--- src/rtl/erasable_mem_ctrl.sv ---
// AGC erasable memory controller: READ/WRITE/INCR/DECR over valid/ready,
// ones' complement read-modify-write against a registered-output memory.
module erasable_mem_ctrl #(
  parameter int ADDR_W    = 12,
  parameter int DATA_W    = 15,
  parameter int MEM_DEPTH = 2047,
  parameter int ZERO_ADDR = 7
) (
  input  logic              clk,
  input  logic              rst_n,
  input  logic              req_valid,
  output logic              req_ready,
  input  logic [1:0]        req_op,
  input  logic [ADDR_W-1:0] req_addr,
  input  logic [DATA_W-1:0] req_wdata,
  output logic              resp_valid,
  input  logic              resp_ready,
  output logic [DATA_W-1:0] resp_rdata,
  output logic [1:0]        resp_err,
  output logic              resp_ovf,
  output logic [ADDR_W-1:0] mem_addr,
  output logic [DATA_W-1:0] mem_din,
  output logic              mem_we,
  input  logic [DATA_W-1:0] mem_dout
);

  localparam logic [1:0] OP_READ  = 2'b00;
  localparam logic [1:0] OP_WRITE = 2'b01;
  localparam logic [1:0] OP_DECR  = 2'b11;

  localparam logic [1:0] ERR_OK    = 2'b00;
  localparam logic [1:0] ERR_FIXED = 2'b01;
  localparam logic [1:0] ERR_ZERO  = 2'b10;
  localparam logic [1:0] ERR_RANGE = 2'b11;

  typedef enum logic [2:0] {
    IDLE,
    RD,
    CAP,
    WR,
    DONE
  } state_t;

  state_t      state;
  logic [1:0]  op_q;
  logic [1:0]  cls_err;
  logic        is_wr_op;

  logic [DATA_W-1:0] opnd;
  logic [DATA_W:0]   sum;
  logic [DATA_W-1:0] res;
  logic              ovf;

  assign req_ready  = (state == IDLE);
  assign resp_valid = (state == DONE);
  assign mem_we     = (state == WR);

  assign is_wr_op = (req_op != OP_READ);

  // Range check dominates; fixed/zero only matter for ops that write.
  always_comb begin
    cls_err = ERR_OK;
    if (req_addr >= ADDR_W'(MEM_DEPTH))
      cls_err = ERR_RANGE;
    else if (is_wr_op && (req_addr[ADDR_W-1 -: 2] != 2'b00))
      cls_err = ERR_FIXED;
    else if (is_wr_op && (req_addr == ADDR_W'(ZERO_ADDR)))
      cls_err = ERR_ZERO;
  end

  // DECR adds ones' complement -1 (all ones but LSB); end-around carry.
  always_comb begin
    opnd = (op_q == OP_DECR) ? ~DATA_W'(1) : DATA_W'(1);
    sum  = {1'b0, mem_dout} + {1'b0, opnd};
    res  = sum[DATA_W-1:0] + DATA_W'(sum[DATA_W]);
    ovf  = (mem_dout[DATA_W-1] == opnd[DATA_W-1]) &&
           (res[DATA_W-1] != mem_dout[DATA_W-1]);
  end

  always_ff @(posedge clk) begin
    if (!rst_n) begin
      state      <= IDLE;
      op_q       <= OP_READ;
      resp_rdata <= '0;
      resp_err   <= ERR_OK;
      resp_ovf   <= 1'b0;
      mem_addr   <= '0;
      mem_din    <= '0;
    end else begin
      unique case (state)
        IDLE: begin
          if (req_valid) begin
            op_q       <= req_op;
            resp_rdata <= '0;
            resp_err   <= cls_err;
            resp_ovf   <= 1'b0;
            if (cls_err != ERR_OK) begin
              state <= DONE;
            end else begin
              mem_addr <= req_addr;
              if (req_op == OP_WRITE) begin
                mem_din <= req_wdata;
                state   <= WR;
              end else begin
                state <= RD;
              end
            end
          end
        end
        RD: state <= CAP;
        CAP: begin
          if (op_q == OP_READ) begin
            resp_rdata <= mem_dout;
            state      <= DONE;
          end else begin
            mem_din    <= res;
            resp_rdata <= res;
            resp_ovf   <= ovf;
            state      <= WR;
          end
        end
        WR: state <= DONE;
        DONE: begin
          if (resp_ready)
            state <= IDLE;
        end
        default: state <= IDLE;
      endcase
    end
  end

endmodule

--- config.mk ---
export PLATFORM = sky130hd
export DESIGN_NAME = erasable_mem_ctrl
export DESIGN_NICKNAME = d
export VERILOG_FILES = /design/src/rtl/erasable_mem_ctrl.sv
export SDC_FILE = /design/constraint.sdc
export NUM_CORES = 1
export LEC_CHECK = 0
export CAP_MARGIN = 25
export CORE_AREA = 2 2 87 89
export DETAILED_ROUTE_END_ITERATION = 8
export DIE_AREA = 0 0 89 91
export PLACE_DENSITY = 0.77
export SYNTH_ARGS = -nofsm -noshare
export SYNTH_HDL_FRONTEND = slang
export SYNTH_SLANG_ARGS = --single-unit
--- constraint.sdc ---
create_clock -name clk -period 5.46 [get_ports clk]
set_input_delay 1.092 -clock clk [delete_from_list [all_inputs] [get_ports clk]]
set_output_delay 1.092 -clock clk [all_outputs]
set_load 0.1 [all_outputs]
== Word-level counts from Yosys, hierarchy flattened ==
Index checks and enable logic that the tools add are counted.

* Register bits: 50
* Bits of input ports: 48
* Output and inout bits: 48
* Word-level logic and storage cells: 61

* Add/sub/neg operators: 2
* $lt $le $gt $ge: 1
* Eq/ne operators: 14
* Multiplexer cells: 21
* Bitwise logic cells: 1
* Reduce and logical (&&, ||, !) cells: 15

{| class="wikitable"
|+ Operator list
! cell !! number
|-
| $mux W15 || 7
|-
| $pmux W15 S2 || 2
|-
| $add A15 B15 Y16 || 1
|-
| $add A15 B1 Y15 || 1
|-
| $pmux W3 S5 || 1
|-
| $eq A12 B3 Y1 const B || 1
|-
| $ge A12 B11 Y1 const B || 1
|-
| $mux W3 || 4
|-
| $mux W2 || 4
|-
| $reduce_bool A2 Y1 || 4
|-
| $eq A3 B2 Y1 const B || 2
|-
| $ne A2 B2 Y1 const B || 3
|-
| $reduce_and A2 Y1 || 3
|-
| $reduce_and A3 Y1 || 2
|-
| $reduce_and A5 Y1 || 1
|-
| $ne A2 B1 Y1 const B || 2
|-
| $eq A3 B1 Y1 const B || 1
|-
| $eq A3 B3 Y1 const B || 1
|-
| $logic_and A1 B1 Y1 || 3
|-
| $logic_not A3 Y1 || 1
|-
| $eq A2 B1 Y1 const B || 1
|-
| $eq A2 B2 Y1 const B || 1
|-
| $logic_not A2 Y1 || 1
|-
| $mux W1 || 2
|-
| 4 further kinds || 4
|}

== Depth between registers and ports, before layout ==
* Depth in word-level cells: 9
* Gate-level depth with buffers: 20
* Mapped depth without buffers: 18

== Worst setup path after synthesis ==
No wires, ideal clock.

* Kind: register to register
* Start point: register state[1]
* End point: register mem_din[14]
* Library setup time: 0.078 ns
* Arrival time: 4.567 ns
* Required time: 5.382 ns
* Setup slack: 0.815 ns
* Cell stages (with the launch flop): 11
* Buffers on the path: 3
* Period minus slack after synthesis: 4.645 ns
* Cells stage by stage: dfxtp_1 clkbuf_1 nor3_1 nand2_1 a211oi_1 nand3_1 and2_1 clkbuf_1 clkbuf_1 o21a_1 nor3_1

* Cells in the longest elaborated chain, start to end: 3
* Elaborated cells on any way between the ends: 9
* Classes of those cells: eq/ne: 5; mux: 1; reduce/logical: 3

{| class="wikitable"
|+ RTL lines
! item !! line !! text
|-
| from (decl) || 44 || <nowiki>state_t state;</nowiki>
|-
| from (signal assigned) || 82 || <nowiki>state <= IDLE;</nowiki>
|-
| from (signal assigned) || 98 || <nowiki>state <= DONE;</nowiki>
|-
| from (signal assigned) || 103 || <nowiki>state <= WR;</nowiki>
|-
| $logic_not A3 Y1 (*) || n/a ||
|-
| named net req_ready || 12 || <nowiki>output logic req_ready,</nowiki>
|-
| $ne A2 B1 Y1 (no source line) (tied with other cells) || n/a ||
|-
| $reduce_and A5 Y1 (no source line) || n/a ||
|-
| to (signal assigned) || 102 || <nowiki>mem_din <= req_wdata;</nowiki>
|-
| to (signal assigned) || 116 || <nowiki>mem_din <= res;</nowiki>
|-
| to (decl) || 22 || <nowiki>output logic [DATA_W-1:0] mem_din,</nowiki>
|}

Mark *: on every way through the listed nets, which the timed path passes. The rest lies on a longest branch.
A chain may end at the register's enable or synchronous reset.

== Final worst setup path ==
* Start point: input mem_dout[6]
* End point: register resp_rdata[14]

* Cells in the longest elaborated chain, start to end: 4

{| class="wikitable"
|+ RTL lines
! item !! line !! text
|-
| from (decl) || 24 || <nowiki>input logic [DATA_W-1:0] mem_dout</nowiki>
|-
| $add A15 B15 Y16 || 74 || <nowiki>sum = {1'b0, mem_dout} + {1'b0, opnd};</nowiki>
|-
| $add A15 B1 Y15 || 75 || <nowiki>res = sum[DATA_W-1:0] + DATA_W'(sum[DATA_W]);</nowiki>
|-
| $mux W15 || 112 || <nowiki>if (op_q == OP_READ) begin</nowiki>
|-
| $pmux W15 S2 || 90 || <nowiki>unique case (state)</nowiki>
|-
| to (signal assigned) || 113 || <nowiki>resp_rdata <= mem_dout;</nowiki>
|-
| to (signal assigned) || 117 || <nowiki>resp_rdata <= res;</nowiki>
|-
| to (decl) || 18 || <nowiki>output logic [DATA_W-1:0] resp_rdata,</nowiki>
|}

Every way passes these cells.

==> flow_results.org <==
** Status
- The flow ran to the end, and the final reports show no timing, DRC or antenna violations.

** Final layout
- Cells with a size suffix above 1 make up between 6 and 7% of the layout.
- Antenna fix cells :: 0
- Area of combinational cells with multiple inputs :: 0.00224 mm²
- The final layout contains 568 nets.
- The filler cells instantiated in the layout total 666.
- Registers take 0.00100 mm².
- Area overhead of the layout relative to synthesis :: 32.7%
- The finished cells cover 0.00452 mm².

** Run
- Maxcap violations :: 0

** STA
- The routed design could run at a clock period as short as about 4.8 ns.
- The final count of hold timing violations was 0.
- Based on the critical path, the design can be clocked at up to around 210 MHz.
- Setup violations remaining at the end of the flow were counted as 0.
- Worst setup slack after layout :: between 0.6 and 0.7 ns
- The final count of pins violating max slew is 0.
- At the pin with the least slew margin, the transition time is around 1.0 ns.
- Unrepaired setup endpoints after global routing :: no
- Share of the cycle needed by the critical path after routing :: about nine tenths
- Fin Clk Skew :: 0.0131 ns
- Headroom to the max-slew limit :: a little under a third
- Setup total negative slack on the finished layout was measured at 0 ns.

** Power
- Overall power consumption after layout is estimated at 909 µW.
- Static leakage :: about 1.7 nW
- For this design the ratio of total power to cell area is 201 mW/mm².
- Maximum ir drop on the vdd rail :: 0.148 mV

** Synthesis
- After synthesis, the largest family of logic cells by area is simple AND/OR/NAND/NOR gates.
- Post-Syn Area per Cell :: around 7.8 µm²
- Yosys printed 0 warnings.
- The synthesized design contains 50 register bits.
- The synthesized netlist devotes around 30% of its cell area to simple gates.
- Yosys top cell area share :: 29.4%
- Number of synthesized flops with an enable pin :: 0
- The number of different library cells used by synthesis comes to 62.
- Sequential share of the synthesized area :: 29.4%
- Of all flip-flops after synthesis, the portion carrying an async set or reset was 0%.
- Flip-flop cell with the highest count after synthesis :: sky130_fd_sc_hd__dfxtp_1
- Counting every instance in the synthesized netlist gives 439.
- The number of nets in the synthesized netlist is 492.
- Leading post-synthesis cells by instance count :: 55 x sky130_fd_sc_hd__nand2_1, 50 x sky130_fd_sc_hd__dfxtp_1, 32 x sky130_fd_sc_hd__nor2_1, 24 x sky130_fd_sc_hd__clkbuf_1
- Summing the areas of all compound-gate instances in the mapped netlist gives between 20% and 30% of the synthesized area.
- Cell area after synthesis :: about 0.0034 mm²
- Cell type with the largest total area after synthesis :: sky130_fd_sc_hd__dfxtp_1
- After Yosys synthesis, XOR and XNOR cells account for between 7 and 8% of the synthesized area.
- Share of cell area taken by muxes after synthesis :: 4.19%
- Cell with the most instances after synthesis :: sky130_fd_sc_hd__nand2_1
- The synthesized netlist devotes under 10% of its cell area to adder and majority cells.
- By area the synthesized netlist is led by sky130_fd_sc_hd__dfxtp_1 29%, sky130_fd_sc_hd__nand2_1 6.1%, sky130_fd_sc_hd__mux2i_1 3.5%.

** Worst hold path
- The worst hold path belongs to the class reg2reg.

** Worst setup path
- Data on the critical path arrives at its endpoint at 5.04 ns.
- CP startpoint kind :: input pin
- STA classifies the critical path endpoint as a register.
- For the worst setup path, the data required time is between 5 and 6 ns.
- Maximum fanout count along the critical path :: 5
- The critical path is of the in2reg type.

** Floorplan
- Core footprint :: just over 0.007 mm²
- Top-level I/O count :: 96
- The die covers between 0.008 and 0.009 mm².
- Initial core utilization :: between 40% and 50%
- The die is about 90 µm tall.
- After floorplanning, the core was divided into 31 placement rows.
- Measured along the x axis, the die boundary spans approximately 89 µm.

** Detailed routing
- 1st-iter DRT viols :: 283
- First-pass iteration count of the detailed router :: 6
- ANT nets after route :: 0
- In the routed layout, each cell is associated on average with a via count of approximately 6.
- Wires add up to 9.91 mm.
- DRC errors left :: 0
- Routed vias :: about 3600
- After detailed routing, the average wire length per cell comes to around 16 µm.

** Clocking
- CTS built an H-tree with a depth of 2.
- Buffers added to address setup during post-CTS repair amount to 0.
- TritonCTS clock tree :: done
- Clock-pin slew was measured on the worst setup and hold paths at approximately 0.090 ns.
- Number of hold buffers added after CTS :: 0
- Clock latency on the worst-skew pair, taken at its later pin, is around 0.32 ns.
- Clock tree sinks :: 50
- In this run, post-CTS repair resized a total of 0 instances.
- Root buffer selected by CTS :: sky130_fd_sc_hd__clkbuf_8
- Counting the buffers created by CTS gives 5.
- The clock passes through at most 2 buffers.

** Global routing
- After global routing the overflow that remains totals 0.
- Global-route usage over all layers :: 24.7%
- Initial antenna violation count :: 0
- First-pass GRT wire length :: 16.0 mm
- The via count of the first global-routing pass was between 3000 and 4000.
- Largest net degree at the start of global routing :: 52

** Place
- Post-detailed-placement half-perimeter wirelength :: 7.35 mm
- Instance area after placement :: 0.00440 mm²
- Post-Place Setup Slack :: roughly 0.36 ns
- The congestion estimate from routability-driven global placement came to ~0.84.
- Buffers on Ports :: 95
-- final timing paths --
check                    from             end  slack [ns]  cells after the start
setup / recovery  mem_dout[6]  resp_rdata[14]        0.63                     18
hold / removal     mem_din[7]      mem_din[7]        0.46                      2
setup reg to reg      op_q[1]  resp_rdata[14]        1.32                     19
hold reg to reg    mem_din[7]      mem_din[7]        0.46                      2
-- critical path, cell delays in order --
cell and delay, ns:
sky130_fd_sc_hd__clkdlybuf4s50_1 0.44, sky130_fd_sc_hd__or4_4 0.59, sky130_fd_sc_hd__nor2_1 0.11, sky130_fd_sc_hd__o221a_2 0.25, sky130_fd_sc_hd__nand2b_1 0.15, sky130_fd_sc_hd__o21ai_0 0.09, sky130_fd_sc_hd__nand2b_1 0.08, sky130_fd_sc_hd__a31o_2 0.16
sky130_fd_sc_hd__o21ai_0 0.07, sky130_fd_sc_hd__a21oi_1 0.19, sky130_fd_sc_hd__ha_1 0.22, sky130_fd_sc_hd__ha_1 0.22, sky130_fd_sc_hd__and4_1 0.24, sky130_fd_sc_hd__and3_1 0.20, sky130_fd_sc_hd__or3b_4 0.43, sky130_fd_sc_hd__o32a_1 0.34
sky130_fd_sc_hd__nor2_1 0.11, sky130_fd_sc_hd__nand2_1 0.05
-- state kept, by name, indices dropped and copies added, names as in the netlist --
signal      count
resp_err        2
resp_ovf        1
state           3
resp_rdata     15
mem_din        15
mem_addr       12
op_q            2
-- layer usage --
layer,share of wire [%],GRT usage (%),up-vias
met1,43,31.6,1678
met4,1.9,7.21,0
met2,48,40.0,140
li1,-,-,1754
met3,7.4,6.91,19
met5,0,0,-
-- metrics by stage --
step | cells | hold slack, ns | util (%)
6_report | 615 | 0.463 | 63.3
3_3_place_gp | 607 | 0.447 | 61.6
3_5_place_dp | 607 | 0.448 | 61.6
5_1_grt | 615 | 0.484 | 63.3
2_1_floorplan | 439 | 0.478 | -
4_1_cts | 615 | 0.464 | 63.3
-- cells by family after synthesis --
group                    count (synthesis)
buffers and inverters                   39
multiplexers                            13
AO/OA/AOI/OAI                          112
flip-flops                              50
AND/OR/NAND/NOR                        195
adder cells (fa/ha/maj)                  5
XOR/XNOR                                25
-- layout make-up --
type,count,area share (%)
clock buffers,6,1.83
flip-flops and latches,50,22.1
multi-input cells,350,49.6
well taps,99,2.74
repair buffers,104,22.5
clock inverters,2,0.858
inverters,4,0.332
-- placed cells by master, fill, tap and decap left out, drive strengths merged, types with 3 or more instances in the layout --
| cell type | count |
|---|---|
| mux2i | 13 |
| dfxtp | 50 |
| a211oi | 5 |
| a21oi | 22 |
| or4 | 5 |
| nor4 | 9 |
| ha | 5 |
| a21boi | 9 |
| xor2 | 12 |
| o2111ai | 3 |
| a21o | 4 |
| nor2b | 19 |
| o211ai | 10 |
| inv | 5 |
| o21a | 4 |
| xnor2 | 13 |
| o21ai | 22 |
| nand4 | 9 |
| nand3b | 3 |
| and3 | 7 |
| o211a | 3 |
| nand3 | 22 |
| nor3 | 12 |
| a22o | 3 |
| clkdlybuf4s50 | 95 |
| and2 | 4 |
| or2 | 3 |
| a31o | 5 |
| nor3b | 3 |
| nor2 | 32 |
| a32oi | 3 |
| nand2b | 3 |
| a31oi | 8 |
| buf | 9 |
| and4 | 3 |
| clkbuf | 6 |
| nand2 | 55 |
-- where the power goes --
part           internal (mW)  switching (mW)  leakage [nW]
logic                 0.0856           0.161          1.23
clock network          0.151           0.131        0.0618
registers              0.374         0.00696         0.405
total                  0.610           0.299          1.70
(Power assumes the default switching activity.)
